File: src/rtl/qar_timer_pkg.sv
// Shared definitions for the timer/watchdog/capture/PWM bus peripheral:
// register word indices (byte offset >> 2), CTRL/STATUS bit positions,
// the default watchdog kick key and the bus handshake state type.
package qar_timer_pkg;

  localparam logic [3:0] REG_CTRL       = 4'h0;
  localparam logic [3:0] REG_STATUS     = 4'h1;
  localparam logic [3:0] REG_TMR_LOAD   = 4'h2;
  localparam logic [3:0] REG_TMR_COUNT  = 4'h3;
  localparam logic [3:0] REG_PRESCALE   = 4'h4;
  localparam logic [3:0] REG_WDT_LOAD   = 4'h5;
  localparam logic [3:0] REG_WDT_KICK   = 4'h6;
  localparam logic [3:0] REG_CAPTURE    = 4'h7;
  localparam logic [3:0] REG_PWM_PERIOD = 4'h8;
  localparam logic [3:0] REG_PWM_DUTY   = 4'h9;

  localparam int CTRL_TMR_EN      = 0;
  localparam int CTRL_AUTO_RELOAD = 1;
  localparam int CTRL_WDT_EN      = 2;
  localparam int CTRL_CAP_EN      = 3;
  localparam int CTRL_PWM_EN      = 4;
  localparam int CTRL_TMR_IRQ_EN  = 5;

  localparam int STAT_TMR_EXPIRED = 0;
  localparam int STAT_CAP_VALID   = 1;
  localparam int STAT_WDT_EXPIRED = 2;
  localparam int STAT_PWM_LEVEL   = 3;

  localparam logic [31:0] WDT_KEY_DEFAULT = 32'h5A5A_0001;

  typedef enum logic {
    IDLE = 1'b0,
    ACK  = 1'b1
  } bus_state_t;

endpackage

File: src/rtl/qar_sync_edge.sv
// Two-flop synchroniser for an asynchronous pin followed by a
// rising-edge detector producing a one-cycle pulse in the clk domain.
module qar_sync_edge (
  input  logic clk,
  input  logic rst_n,
  input  logic async_in,
  output logic rise_pulse
);

  logic meta;
  logic sync;
  logic sync_d;

  // Resynchronise the pin and keep one delayed copy for edge detection
  always_ff @(posedge clk or negedge rst_n) begin
    if (!rst_n) begin
      meta   <= 1'b0;
      sync   <= 1'b0;
      sync_d <= 1'b0;
    end else begin
      meta   <= async_in;
      sync   <= meta;
      sync_d <= sync;
    end
  end

  assign rise_pulse = sync & ~sync_d;

endmodule

File: src/rtl/qar_timer_bus_slave.sv
// Memory-mapped timer / watchdog / input capture / PWM peripheral.
// Bus handshake: request sampled in IDLE, one-cycle mem_ready in ACK,
// writes land on the ACK->IDLE edge.
// Optional build macro QAR_TIMER_WDT_LOCK_EN: once the watchdog is enabled,
// CTRL.wdt_en and WDT_LOAD become write-protected until reset.
module qar_timer_bus_slave
  import qar_timer_pkg::*;
#(
  parameter int          PRESCALE_W = 16,
  parameter logic [31:0] WDT_KEY    = WDT_KEY_DEFAULT
) (
  input  logic        clk,
  input  logic        rst_n,
  input  logic        mem_valid,
  input  logic        mem_we,
  input  logic [31:0] mem_addr,
  input  logic [31:0] mem_wdata,
  output logic        mem_ready,
  output logic [31:0] mem_rdata,
  input  logic        capture_in,
  output logic        pwm_out,
  output logic        irq_timer,
  output logic        wdt_reset_req
);

  bus_state_t state, state_next;
  logic        req_we;
  logic [3:0]  req_idx;
  logic [31:0] req_wdata;
  logic [31:0] rdata_q;
  logic [31:0] rd_mux;

  logic wr_en, wr_ctrl, wr_status, wr_tmr_load, wr_prescale;
  logic wr_wdt_load, wr_wdt_kick, wr_pwm_period, wr_pwm_duty;

  logic tmr_en, auto_reload, wdt_en, cap_en, pwm_en, tmr_irq_en;
  logic tmr_expired, cap_valid, wdt_expired;

  logic [31:0]           tmr_load, tmr_count, wdt_load, wdt_count, capture;
  logic [31:0]           pwm_period, pwm_duty, pwm_cnt;
  logic [PRESCALE_W-1:0] prescale, presc_cnt;
  logic                  pwm_q;

  logic tmr_tick, tmr_wrap, wdt_lock, wdt_start;
  logic wdt_kick_ok, wdt_kick_bad, wdt_expire_set;
  logic cap_rise, cap_set;
  logic unused_addr;

  assign unused_addr = ^{mem_addr[31:6], mem_addr[1:0]};

  // Write strobes fire on the ACK->IDLE edge of a captured write request
  assign wr_en         = (state == ACK) && req_we;
  assign wr_ctrl       = wr_en && (req_idx == REG_CTRL);
  assign wr_status     = wr_en && (req_idx == REG_STATUS);
  assign wr_tmr_load   = wr_en && (req_idx == REG_TMR_LOAD);
  assign wr_prescale   = wr_en && (req_idx == REG_PRESCALE);
  assign wr_wdt_load   = wr_en && (req_idx == REG_WDT_LOAD) && !wdt_lock;
  assign wr_wdt_kick   = wr_en && (req_idx == REG_WDT_KICK);
  assign wr_pwm_period = wr_en && (req_idx == REG_PWM_PERIOD);
  assign wr_pwm_duty   = wr_en && (req_idx == REG_PWM_DUTY);

  // Bus handshake state register
  always_ff @(posedge clk or negedge rst_n) begin
    if (!rst_n) state <= IDLE;
    else        state <= state_next;
  end

  // Accept in IDLE, acknowledge for exactly one cycle, ignore valid in ACK
  always_comb begin
    state_next = state;
    case (state)
      IDLE:    if (mem_valid) state_next = ACK;
      ACK:     state_next = IDLE;
      default: state_next = IDLE;
    endcase
  end

  assign mem_ready = (state == ACK);
  assign mem_rdata = rdata_q;

  // Read multiplexer on the live address; its value is registered at accept
  always_comb begin
    rd_mux = 32'h0;
    case (mem_addr[5:2])
      REG_CTRL: begin
        rd_mux[CTRL_TMR_EN]      = tmr_en;
        rd_mux[CTRL_AUTO_RELOAD] = auto_reload;
        rd_mux[CTRL_WDT_EN]      = wdt_en;
        rd_mux[CTRL_CAP_EN]      = cap_en;
        rd_mux[CTRL_PWM_EN]      = pwm_en;
        rd_mux[CTRL_TMR_IRQ_EN]  = tmr_irq_en;
      end
      REG_STATUS: begin
        rd_mux[STAT_TMR_EXPIRED] = tmr_expired;
        rd_mux[STAT_CAP_VALID]   = cap_valid;
        rd_mux[STAT_WDT_EXPIRED] = wdt_expired;
        rd_mux[STAT_PWM_LEVEL]   = pwm_q;
      end
      REG_TMR_LOAD:   rd_mux = tmr_load;
      REG_TMR_COUNT:  rd_mux = tmr_count;
      REG_PRESCALE:   rd_mux = 32'(prescale);
      REG_WDT_LOAD:   rd_mux = wdt_load;
      REG_CAPTURE:    rd_mux = capture;
      REG_PWM_PERIOD: rd_mux = pwm_period;
      REG_PWM_DUTY:   rd_mux = pwm_duty;
      default:        rd_mux = 32'h0;
    endcase
  end

  // Capture the request on accept; read data is only non-zero during ACK
  always_ff @(posedge clk or negedge rst_n) begin
    if (!rst_n) begin
      req_we    <= 1'b0;
      req_idx   <= 4'h0;
      req_wdata <= 32'h0;
      rdata_q   <= 32'h0;
    end else if ((state == IDLE) && mem_valid) begin
      req_we    <= mem_we;
      req_idx   <= mem_addr[5:2];
      req_wdata <= mem_wdata;
      rdata_q   <= mem_we ? 32'h0 : rd_mux;
    end else if (state == ACK) begin
      rdata_q   <= 32'h0;
    end
  end

`ifdef QAR_TIMER_WDT_LOCK_EN
  // The first write that enables the watchdog locks its configuration
  always_ff @(posedge clk or negedge rst_n) begin
    if (!rst_n)                                 wdt_lock <= 1'b0;
    else if (wr_ctrl && req_wdata[CTRL_WDT_EN]) wdt_lock <= 1'b1;
  end
`else
  assign wdt_lock = 1'b0;
`endif

  assign tmr_tick  = tmr_en && (presc_cnt == prescale);
  assign tmr_wrap  = tmr_tick && (tmr_count == 32'd0) && !wr_tmr_load;
  assign wdt_start = wr_ctrl && !wdt_lock && req_wdata[CTRL_WDT_EN] && !wdt_en;

  // Control bits; a one-shot timer drops tmr_en itself when it expires
  always_ff @(posedge clk or negedge rst_n) begin
    if (!rst_n) begin
      tmr_en      <= 1'b0;
      auto_reload <= 1'b0;
      wdt_en      <= 1'b0;
      cap_en      <= 1'b0;
      pwm_en      <= 1'b0;
      tmr_irq_en  <= 1'b0;
    end else if (wr_ctrl) begin
      tmr_en      <= req_wdata[CTRL_TMR_EN];
      auto_reload <= req_wdata[CTRL_AUTO_RELOAD];
      cap_en      <= req_wdata[CTRL_CAP_EN];
      pwm_en      <= req_wdata[CTRL_PWM_EN];
      tmr_irq_en  <= req_wdata[CTRL_TMR_IRQ_EN];
      if (!wdt_lock) wdt_en <= req_wdata[CTRL_WDT_EN];
    end else if (tmr_wrap && !auto_reload) begin
      tmr_en      <= 1'b0;
    end
  end

  // Prescale register
  always_ff @(posedge clk or negedge rst_n) begin
    if (!rst_n)           prescale <= '0;
    else if (wr_prescale) prescale <= req_wdata[PRESCALE_W-1:0];
  end

  // Prescaler and down-counter; a LOAD write restarts both from scratch
  always_ff @(posedge clk or negedge rst_n) begin
    if (!rst_n) begin
      tmr_load  <= 32'h0;
      tmr_count <= 32'h0;
      presc_cnt <= '0;
    end else if (wr_tmr_load) begin
      tmr_load  <= req_wdata;
      tmr_count <= req_wdata;
      presc_cnt <= '0;
    end else if (tmr_tick) begin
      presc_cnt <= '0;
      if (tmr_count != 32'd0) tmr_count <= tmr_count - 32'd1;
      else if (auto_reload)   tmr_count <= tmr_load;
    end else if (tmr_en) begin
      presc_cnt <= presc_cnt + 1'b1;
    end
  end

  assign wdt_kick_ok    = wr_wdt_kick && (req_wdata == WDT_KEY);
  assign wdt_kick_bad   = wr_wdt_kick && (req_wdata != WDT_KEY);
  assign wdt_expire_set = (wdt_en && (wdt_count <= 32'd1) && !wdt_kick_ok) || wdt_kick_bad;

  // Watchdog reload value, all ones out of reset
  always_ff @(posedge clk or negedge rst_n) begin
    if (!rst_n)           wdt_load <= 32'hFFFF_FFFF;
    else if (wr_wdt_load) wdt_load <= req_wdata;
  end

  // Watchdog counter: reload on enable or valid kick, stick at zero
  always_ff @(posedge clk or negedge rst_n) begin
    if (!rst_n)                                  wdt_count <= 32'h0;
    else if (wdt_start || wdt_kick_ok)           wdt_count <= wdt_load;
    else if (wdt_en && (wdt_count != 32'd0))     wdt_count <= wdt_count - 32'd1;
  end

  assign cap_set = cap_en && cap_rise;

  qar_sync_edge u_cap_sync (
    .clk        (clk),
    .rst_n      (rst_n),
    .async_in   (capture_in),
    .rise_pulse (cap_rise)
  );

  // Snapshot the timer count on each synchronised capture edge
  always_ff @(posedge clk or negedge rst_n) begin
    if (!rst_n)       capture <= 32'h0;
    else if (cap_set) capture <= tmr_count;
  end

  // Sticky status flags: write-one-to-clear, hardware set wins a collision
  always_ff @(posedge clk or negedge rst_n) begin
    if (!rst_n) begin
      tmr_expired <= 1'b0;
      cap_valid   <= 1'b0;
      wdt_expired <= 1'b0;
    end else begin
      tmr_expired <= (tmr_expired & ~(wr_status & req_wdata[STAT_TMR_EXPIRED])) | tmr_wrap;
      cap_valid   <= (cap_valid   & ~(wr_status & req_wdata[STAT_CAP_VALID]))   | cap_set;
      wdt_expired <= (wdt_expired & ~(wr_status & req_wdata[STAT_WDT_EXPIRED])) | wdt_expire_set;
    end
  end

  // PWM period and duty registers; a period write restarts the cycle
  always_ff @(posedge clk or negedge rst_n) begin
    if (!rst_n) begin
      pwm_period <= 32'h0;
      pwm_duty   <= 32'h0;
    end else begin
      if (wr_pwm_period) pwm_period <= req_wdata;
      if (wr_pwm_duty)   pwm_duty   <= req_wdata;
    end
  end

  // PWM phase counter, parked at zero when disabled or period is zero
  always_ff @(posedge clk or negedge rst_n) begin
    if (!rst_n)                                      pwm_cnt <= 32'h0;
    else if (wr_pwm_period || !pwm_en)               pwm_cnt <= 32'h0;
    else if (pwm_period == 32'd0)                    pwm_cnt <= 32'h0;
    else if (pwm_cnt >= pwm_period - 32'd1)          pwm_cnt <= 32'h0;
    else                                             pwm_cnt <= pwm_cnt + 32'd1;
  end

  // Registered PWM pin; duty >= period naturally yields a constant high
  always_ff @(posedge clk or negedge rst_n) begin
    if (!rst_n) pwm_q <= 1'b0;
    else        pwm_q <= pwm_en && (pwm_period != 32'd0) && (pwm_cnt < pwm_duty);
  end

  assign pwm_out       = pwm_q;
  assign irq_timer     = tmr_expired & tmr_irq_en;
  assign wdt_reset_req = wdt_expired;

endmodule
File: config.mk
export PLATFORM = sky130hd
export DESIGN_NAME = qar_timer_bus_slave
export DESIGN_NICKNAME = d
export VERILOG_FILES = /design/src/rtl/qar_timer_pkg.sv /design/src/rtl/qar_sync_edge.sv /design/src/rtl/qar_timer_bus_slave.sv
export SDC_FILE = /design/constraint.sdc
export NUM_CORES = 1
export LEC_CHECK = 0
export CAP_MARGIN = 20
export CORE_MARGIN = 4
export CORE_UTILIZATION = 30
export CTS_CLUSTER_SIZE = 25
export DETAILED_ROUTE_END_ITERATION = 16
export GPL_ROUTABILITY_DRIVEN = 0
export PLACE_DENSITY = 0.51
export SLEW_MARGIN = 20
export SYNTH_ARGS = -nofsm -noshare
export SYNTH_HDL_FRONTEND = slang
export SYNTH_HIERARCHICAL = 1
export SYNTH_SLANG_ARGS = --single-unit
File: constraint.sdc
create_clock -name clk -period 3.95 [get_ports clk]
set_input_delay 1.185 -clock clk [delete_from_list [all_inputs] [get_ports clk]]
set_output_delay 1.185 -clock clk [all_outputs]
set_load 0.01 [all_outputs]
-- Yosys cells after proc, flatten, opt, wreduce, memory -nomap -nowiden
Index checks and enable logic that the tools add are counted.
- register bits: 371
- logic and storage cells: 138
- add/sub/neg operators: 5
- $lt $le $gt $ge: 3
- eq/ne operators: 18
- multiplexer cells: 22
- bitwise operators: 16
- reductions and logical operators: 46
- operators with widths (operator ; count):
    32-bit two-way mux ; 12
    26-bit case mux with 7 select lines ; 1
    32-bit nonzero test ; 3
    32-bit by 1-bit subtractor with 32-bit output, second input constant ; 3
    32-bit logical NOT ; 2
    16-bit two-way mux ; 3
    4-bit case mux with 9 select lines ; 1
    32-bit by 1-bit adder with 32-bit output, second input constant ; 1
    32-bit by 31-bit equality test with 1-bit output, second input constant ; 1
    32-bit >= comparator ; 1
    32-bit by 1-bit <= comparator with 1-bit output, second input constant ; 1
    32-bit less-than comparator ; 1
    32-bit by 31-bit != test with 1-bit output, second input constant ; 1
    4-bit by 3-bit equality test with 1-bit output, second input constant ; 6
    1-bit logical AND ; 24
    16-bit by 1-bit adder with 16-bit output, second input constant ; 1
    16-bit equality test ; 1
    4-bit equality test, second input constant ; 4
    2-bit case mux with 8 select lines ; 1
    4-bit by 2-bit equality test with 1-bit output, second input constant ; 3
    1-bit bitwise AND ; 8
    4-bit by 1-bit equality test with 1-bit output, second input constant ; 2
    4-bit logical NOT ; 2
    2-bit nonzero test ; 4
    other kinds (8) ; 23

-- Logic depth before layout (Yosys ltp)
Gate-level depths: netlist of the first run.
- word-level depth: 7
- mapped depth: 16

-- Cells and area by module
Netlist of the first run, hierarchy kept.
- modules (own cells, without submodules) (module ; instances ; cells each ; area an instance (um2)):
    qar_timer_bus_slave ; 1 ; 1951 ; 19467.4
    qar_sync_edge ; 1 ; 4 ; 88.8

-- Least setup slack after synthesis of the first run
Ideal clock, no wire load.
- path kind: register -> register
- start point: register pwm_period[5]
- end point: register pwm_cnt[14]
- library setup time: 0.073 ns
- arrival: 4.071 ns
- slack: -0.194 ns
- cell stages (with the launch flop): 16
- path buffers: 1
- period minus slack after synthesis: 4.144 ns
- path through: dfrtp_1 -> or4_1 -> nor3_1 -> nor4b_1 -> nand2_1 -> nor3_1 -> xnor2_1 -> ha_1 -> a21o_1 -> a21o_1 -> a221oi_1 -> o211ai_1 -> a211o_1 -> a211o_1 -> clkbuf_1 -> nor2_1
- word-level cells in the longest chain between the ends: 5
- elaborated cells between the ends (all ways): 6
- ends and longest elaborated chain (element ; line ; source):
    start, declared ; qar_timer_bus_slave.sv:40 ; logic [31:0] pwm_period, pwm_duty, pwm_cnt;
    start signal, assigned ; qar_timer_bus_slave.sv:238 ; if (wr_pwm_period) pwm_period <= req_wdata;
    32-bit by 1-bit subtractor with 32-bit output ; qar_timer_bus_slave.sv:248 ; else if (pwm_cnt >= pwm_period - 32'd1) pwm_cnt <= 32'h0;
    32-bit >= comparator ; qar_timer_bus_slave.sv:248 ;
    32-bit two-way mux ; qar_timer_bus_slave.sv:248 ;
    32-bit two-way mux * ; qar_timer_bus_slave.sv:247 ; else if (pwm_period == 32'd0) pwm_cnt <= 32'h0;
    32-bit two-way mux * ; qar_timer_bus_slave.sv:246 ; else if (wr_pwm_period || !pwm_en) pwm_cnt <= 32'h0;
    end signal, assigned ; qar_timer_bus_slave.sv:249 ; else pwm_cnt <= pwm_cnt + 32'd1;
    end, declared ; qar_timer_bus_slave.sv:40 ;
Every way passes the cells marked *; elsewhere a longest branch is shown, timed or not.
A chain may end at the register's enable or synchronous reset.

-- Final worst setup path of the first run
- start point: register pwm_period[2]
- end point: register pwm_cnt[3]
Same word-level chain as after synthesis.

==> impl_metrics.json, run 1 <==
{
  "wl_um": 68200,
  "synth-main-ff-cell": "dfrtp_1",
  "drt_pass1_iterations": 5,
  "fin_skew_ns": 0.0212,
  "wl_per_cell_um": 23.2,
  "io_pins": 105,
  "track_usage": 0.191,
  "worst_setup_path_start_kind": "flop",
  "grt-ovfl-total": 0,
  "cts_tree": "done",
  "syn2layout_area_growth_pct": 19.7,
  "required_ns": 4.44,
  "grt_max_degree": 101,
  "finish.net_count": 2195,
  "dp_hpwl_um": 48200,
  "async_reset_ff_frac": 1.00,
  "tightestPinTransition_ns": 1.01,
  "max-slew-margin-rel": 0.318,
  "cts-htree-levels": 2,
  "drive_above_1_share": 0.182,
  "std_cell_rows": 93,
  "worst_path_largest_cell_delay_ns": 0.59,
  "die_h_um": 263,
  "synth_area_leaders": "dfrtp_1 (43%), mux2_2 (8.6%), nand2_1 (5.4%), ha_1 (4.5%), dfstp_2 (4.3%)",
  "dpl.cell_count": 2865,
  "drt_iter0_drc": 1590,
  "ant_nets": 0,
  "period_minus_slack_ns": 3.89,
  "p_total_mw": 14.6,
  "leakage_nw": 10.1,
  "syn_area_sq_um": 19600,
  "cts.hold.buffers_added": 0,
  "setup-violations-final": 0,
  "diodes": 0,
  "cts_made_buffers": 43,
  "cp.arrival_ns": 4.38,
  "hold_class": "reg2reg",
  "fin_hold_ws_ns": 0.363,
  "power.density_nw_per_um2": 624,
  "drcViolationCount": 0,
  "grt_pass1_wl_um": 103000,
  "final_cell_count_no_fill": 2944,
  "path_class": "reg2reg",
  "yosysUniqueCellTypes": 73,
  "final_cell_mix": "dfrtp_1 (339), nand2_1 (281), mux2_2 (149)",
  "cts_root_buf": "clkbuf_16",
  "grt_pass1_vias": 16200,
  "cts_buffer_depth": 3,
  "synth-seq-area-share": 0.477,
  "vias_per_cell": 5.50,
  "ys_ff_latch": 371,
  "peakVddDrop_v": 0.000280,
  "slowest_stage": "or4_4",
  "fillers": 6453,
  "synthCells": 1955,
  "portBuffers": 76,
  "via_count": 16200,
  "rsz0062_at_grt": "yes",
  "clock_latency_ns": 0.58,
  "clk_pin_slew_ns": 0.06,
  "slew_viol_final": 0,
  "coreArea_sq_um": 64500,
  "mostFrequentLayoutCell": "dfrtp_1",
  "start_util": 0.303,
  "yosysTopAreaCell": "dfrtp_1",
  "maxCapViolations": 0,
  "netlist.area_leader.share": 0.434,
  "synth_edf_count": 0,
  "syn_nets": 2095,
  "end_kind": "flop",
  "die_w_um": 263,
  "crit_chain": "or4_4 -> nor3_4 -> nor4b_4 -> nand2_1 -> nor3_2 -> xnor2_1 -> ha_1 -> a21o_1 -> a21o_1 -> a221oi_2 -> o211ai_1 -> a211o_1 -> a211o_1 -> buf_12 -> nor2_1",
  "finalCritPeriodShare": 0.986,
  "status": "completed",
  "final-hold-violation-count": 0,
  "antenna_found_initial": 3,
  "crit_fanout": 32,
  "dieArea_sq_um": 69300,
  "clock_sinks": 371,
  "synth_area_per_cell_sq_um": 10.0,
  "ys_warn_count": 6,
  "max_freq_ghz": 0.257
}
==> cells by family after synthesis <==
| group | count (synthesis) | share of synthesized area |
|---|---|---|
| and+or+nand+nor | 677 | 0.166 |
| AOI/OAI and AO/OA | 422 | 0.147 |
| buffers and inverters | 161 | 0.0319 |
| muxes | 152 | 0.0873 |
| adders and majority gates | 71 | 0.0454 |
| xor gates and xnor gates | 101 | 0.0452 |
| DFF | 371 | 0.477 |
==> power breakdown <==
group	switching [mW]	internal, mW	leakage (nW)
Sequential	1.48	4.94	4.78
Combinational	2.13	1.80	4.63
Clock	1.68	2.58	0.732
Total	5.29	9.32	10.1
==> stage by stage <==
| step | util | setup WS (ns) | setup TNS [ns] | cell area, sq um |
|---|---|---|---|---|
| detailed placement | 0.339 | -0.237 | -6.97 | 21800 |
| global placement | 0.339 | -0.171 | -5.22 | 21800 |
| finish | 0.363 | 0.0571 | 0 | 23400 |
| floorplan | - | 0.00694 | 0 | 19600 |
| CTS | 0.363 | -0.00687 | -0.00687 | 23400 |
| global route | 0.363 | -0.127 | -3.42 | 23400 |
==> cell usage after synthesis (all sizes together), types with 6 or more instances <==
library cell,count
a211oi,11
a21o,24
a21oi,52
a221o,12
a221oi,20
a222oi,14
a22o,17
a22oi,68
a31oi,26
and2,6
and3,14
and4,8
buf,19
clkbuf,86
dfrtp,339
dfstp,32
ha,71
inv,56
mux2,149
nand2,281
nand2b,9
nand3,37
nand4,34
nand4b,8
nor2,129
nor2b,11
nor3,48
nor4,31
o211ai,12
o21ai,118
o31ai,10
or3,18
or4,16
xnor2,45
xor2,56
==> worst max-delay path: cells and delay by family (launching register included) <==
kind	cells	cell delay, ns
and+or+nand+nor	6	1.40
DFF	1	0.38
xor gates and xnor gates	1	0.15
AOI/OAI and AO/OA	6	1.42
buffers and inverters	1	0.18
adders and majority gates	1	0.27
==> area by class of cell <==
| class | instances | area (sq um) | share of cell area |
|---|---|---|---|
| Clock buffer | 62 | 1280 | 0.0547 |
| Clock inverter | 17 | 224 | 0.00957 |
| Inverter | 56 | 210 | 0.00898 |
| Multi-Input combinational cell | 1423 | 9750 | 0.416 |
| Sequential cell | 371 | 9320 | 0.398 |
| Tap cell | 855 | 1070 | 0.0457 |
| Timing Repair Buffer | 160 | 1560 | 0.0666 |
==> final timing paths <==
path                                           start                   endpoint  slack, ns  depth (start not counted)
max in group asynchronous                      rst_n   wdt_load[15]$_DFFE_PN1P_       2.35                          2
min                        u_cap_sync/meta$_DFF_PN0_  u_cap_sync/sync$_DFF_PN0_       0.36                          0
min in group asynchronous                      rst_n   req_wdata[3]$_DFFE_PN0P_       0.69                          1
max                        pwm_period[2]$_DFFE_PN0P_       pwm_cnt[3]$_DFF_PN0_       0.06                         15
max reg2reg                pwm_period[2]$_DFFE_PN0P_       pwm_cnt[3]$_DFF_PN0_       0.06                         15
min reg2reg                u_cap_sync/meta$_DFF_PN0_  u_cap_sync/sync$_DFF_PN0_       0.36                          0
==> what timing repair did <==
action	CTS	global route
pin swaps	1	5
endpoints found under the hold margin	0	0
gates resized for setup	6	9
endpoints found under the setup margin	32	32
buffers inserted	0	0
==> registers in the layout (all words and copies together) (netlist names), 4 cells and up <==
register    count
prescale       16
wdt_load       32
capture        32
pwm_cnt        32
tmr_load       32
mem_rdata      32
presc_cnt      16
req_wdata      32
wdt_count      32
tmr_count      32
pwm_period     32
pwm_duty       32
req_idx         4
==> per-layer routing <==
layer / part of all wire / routed length, um / up-vias / global-route usage
met5: 0 / 0 / - / 0
met2: 0.46 / 31700 / 550 / 0.311
met3: 0.065 / 4460 / 112 / 0.0325
met4: 0.031 / 2150 / 0 / 0.0609
met1: 0.44 / 29900 / 8192 / 0.261
li1: - / - / 7340 / -
Power figures use the tool's default switching activity.
==> run 2: changes to the inputs <==
Settings changed: GPL_TIMING_DRIVEN set to 1.
==> results of run 2 <==
The final DEF is identical to that of run 1; final timing and power are the same.
==> run 3: changes to the inputs <==
Settings changed: CTS_BUF_LIST set to sky130_fd_sc_hd__clkbuf_8 sky130_fd_sc_hd__clkbuf_16, RECOVER_POWER set to 25.
==> run 3 against run 2 <==
  * The flow now finishes with violations (capacitance limit, slew limit)
  * First-iteration DRC count down 4.0%
  * Clock skew about the same
  * Setup slack worse by 0.013 ns
  * Register-to-register slack about the same
  * Wire length about the same
  * Critical path depth unchanged
  * Via count up 0.13%
  * Sequential share of layout area up 0.12 points
  * Maximum frequency down 0.35%
  * Cell area down 0.30%
==> impl_metrics.json, run 3 (synthesis gave the netlist of run 1 again) <==
{
  "die_w_um": 263,
  "dp_hpwl_um": 48200,
  "path_buf_inv": 1,
  "hold_depth": 0,
  "reg2reg_depth": 15,
  "ant_nets": 0,
  "vias_per_cell": 5.51,
  "cts_root_buf": "clkbuf_16",
  "finalCritPeriodShare": 0.989,
  "status": "complete, but fails checks",
  "tightestPinTransition_ns": 2.97,
  "seqCellArea_sq_um": 9320,
  "drt_pass1_iterations": 6,
  "clock_latency_ns": 0.58,
  "worst_path_largest_cell_delay_ns": 0.59,
  "critPathTopFamily": "compound AO/OA/AOI/OAI gates",
  "maxCapViolations": 2,
  "grt_pass1_vias": 16200,
  "coreArea_sq_um": 64500,
  "violations": "capacitance limit, slew limit",
  "required_ns": 4.44,
  "multi_input_area_sq_um": 9740,
  "dieArea_sq_um": 69300,
  "hold_class": "reg2reg",
  "cp.arrival_ns": 4.40,
  "period_minus_slack_ns": 3.91,
  "grt_max_degree": 101,
  "final_util": 0.362,
  "drt_iter0_drc": 1526,
  "track_usage": 0.191,
  "post_cts_buffers": 0,
  "max_freq_ghz": 0.256,
  "grt_pass1_wl_um": 103000,
  "mostFrequentLayoutCell": "dfrtp_1",
  "portBuffers": 76,
  "start_util": 0.303,
  "crit_chain": "or4_4 -> nor3_4 -> nor4b_4 -> nand2_1 -> nor3_2 -> xnor2_1 -> ha_1 -> a21o_1 -> a21o_1 -> a221oi_2 -> o211ai_1 -> a211o_1 -> a211o_1 -> buf_12 -> nor2_1",
  "slew_viol_final": 138,
  "std_cell_rows": 93,
  "final-hold-violation-count": 0,
  "drcViolationCount": 0,
  "dp_slack_ns": -0.237,
  "final_cell_mix": "dfrtp_1 (339), nand2_1 (281), mux2_2 (149)",
  "max-slew-margin-rel": -0.980,
  "wl_um": 68200,
  "grt-ovfl-total": 0,
  "wl_per_cell_um": 23.2,
  "fillers": 6458,
  "fin_skew_ns": 0.0214,
  "p_total_mw": 14.6,
  "setup-violations-final": 0,
  "dpl.cell_count": 2865,
  "rsz0062_at_grt": "yes",
  "drive_above_1_share": 0.178,
  "slowest_stage": "or4_4",
  "die_h_um": 263,
  "power.density_nw_per_um2": 625,
  "fin_hold_ws_ns": 0.363,
  "clk_pin_slew_ns": 0.06,
  "cts_buffer_depth": 3,
  "path_class": "reg2reg",
  "peakVddDrop_v": 0.000282,
  "worst_setup_path_start_kind": "flop",
  "final_cell_count_no_fill": 2944,
  "crit_fanout": 32,
  "leakage_nw": 10.1,
  "end_kind": "flop",
  "final_area_sq_um": 23300,
  "io_pins": 105,
  "syn2layout_area_growth_pct": 19.4,
  "finish.net_count": 2195,
  "cts-htree-levels": 2,
  "via_count": 16200,
  "cts_made_buffers": 43,
  "diodes": 0,
  "antenna_found_initial": 3,
  "crit_cells": 15,
  "cts_tree": "done",
  "dpl_cell_area_sq_um": 21800,
  "fin_tns_setup_ns": 0,
  "fin_ws_ns": 0.0436,
  "clock_sinks": 371
}
[run 3: cell count changes in the layout (fill, tap and decap cells not counted)]
cell / change
clkbuf_2: +2
nor2b_4: -1
buf_4: -7
buf_12: -2
clkdlybuf4s50_1: -1
inv_1: +8
dlygate4sd3_1: +1
clkbuf_1: -1
nor2b_1: +1
buf_8: -1
clkbuf_4: +1
[run 3: report_power, final]
part	internal (mW)	total (mW)	switching (mW)
clock network	2.56	4.25	1.69
logic	1.79	3.93	2.13
registers	4.94	6.42	1.48
total	9.29	14.6	5.30
[run 3: layer usage]
metal  part of all wire  global-route usage  wire [um]
met5                  0                   0          0
met3              0.063              0.0325       4320
met4              0.031              0.0609       2130
met1               0.44               0.261      29900
met2               0.47               0.311      31900
[run 3: timing repair]
item,4_1_cts,5_1_grt
gates cloned,0,0
pin swaps,1,5
resized for setup,6,9
hold buffers,0,0
setup endpoints to repair,32,32
[run 3: cell type report]
| cell class | count | share of cell area |
|---|---|---|
| tap | 855 | 0.0458 |
| sequential | 371 | 0.399 |
| clock buffer | 54 | 0.0535 |
| multi-input combinational | 1423 | 0.417 |
| clock inverter | 25 | 0.0109 |
| inverter | 56 | 0.00901 |
| timing repair buffer | 160 | 0.0641 |
[run 3: final timing paths]
kind	from	end	slack, ns
max in group asynchronous	rst_n	pwm_cnt[31]$_DFF_PN0_	0.42
worst max-delay path	pwm_period[2]$_DFFE_PN0P_	pwm_cnt[3]$_DFF_PN0_	0.04
min in group asynchronous	rst_n	req_wdata[3]$_DFFE_PN0P_	1.53
worst min register to register	u_cap_sync/meta$_DFF_PN0_	u_cap_sync/sync$_DFF_PN0_	0.36
worst max register to register	pwm_period[2]$_DFFE_PN0P_	pwm_cnt[3]$_DFF_PN0_	0.04
worst min-delay path	u_cap_sync/meta$_DFF_PN0_	u_cap_sync/sync$_DFF_PN0_	0.36
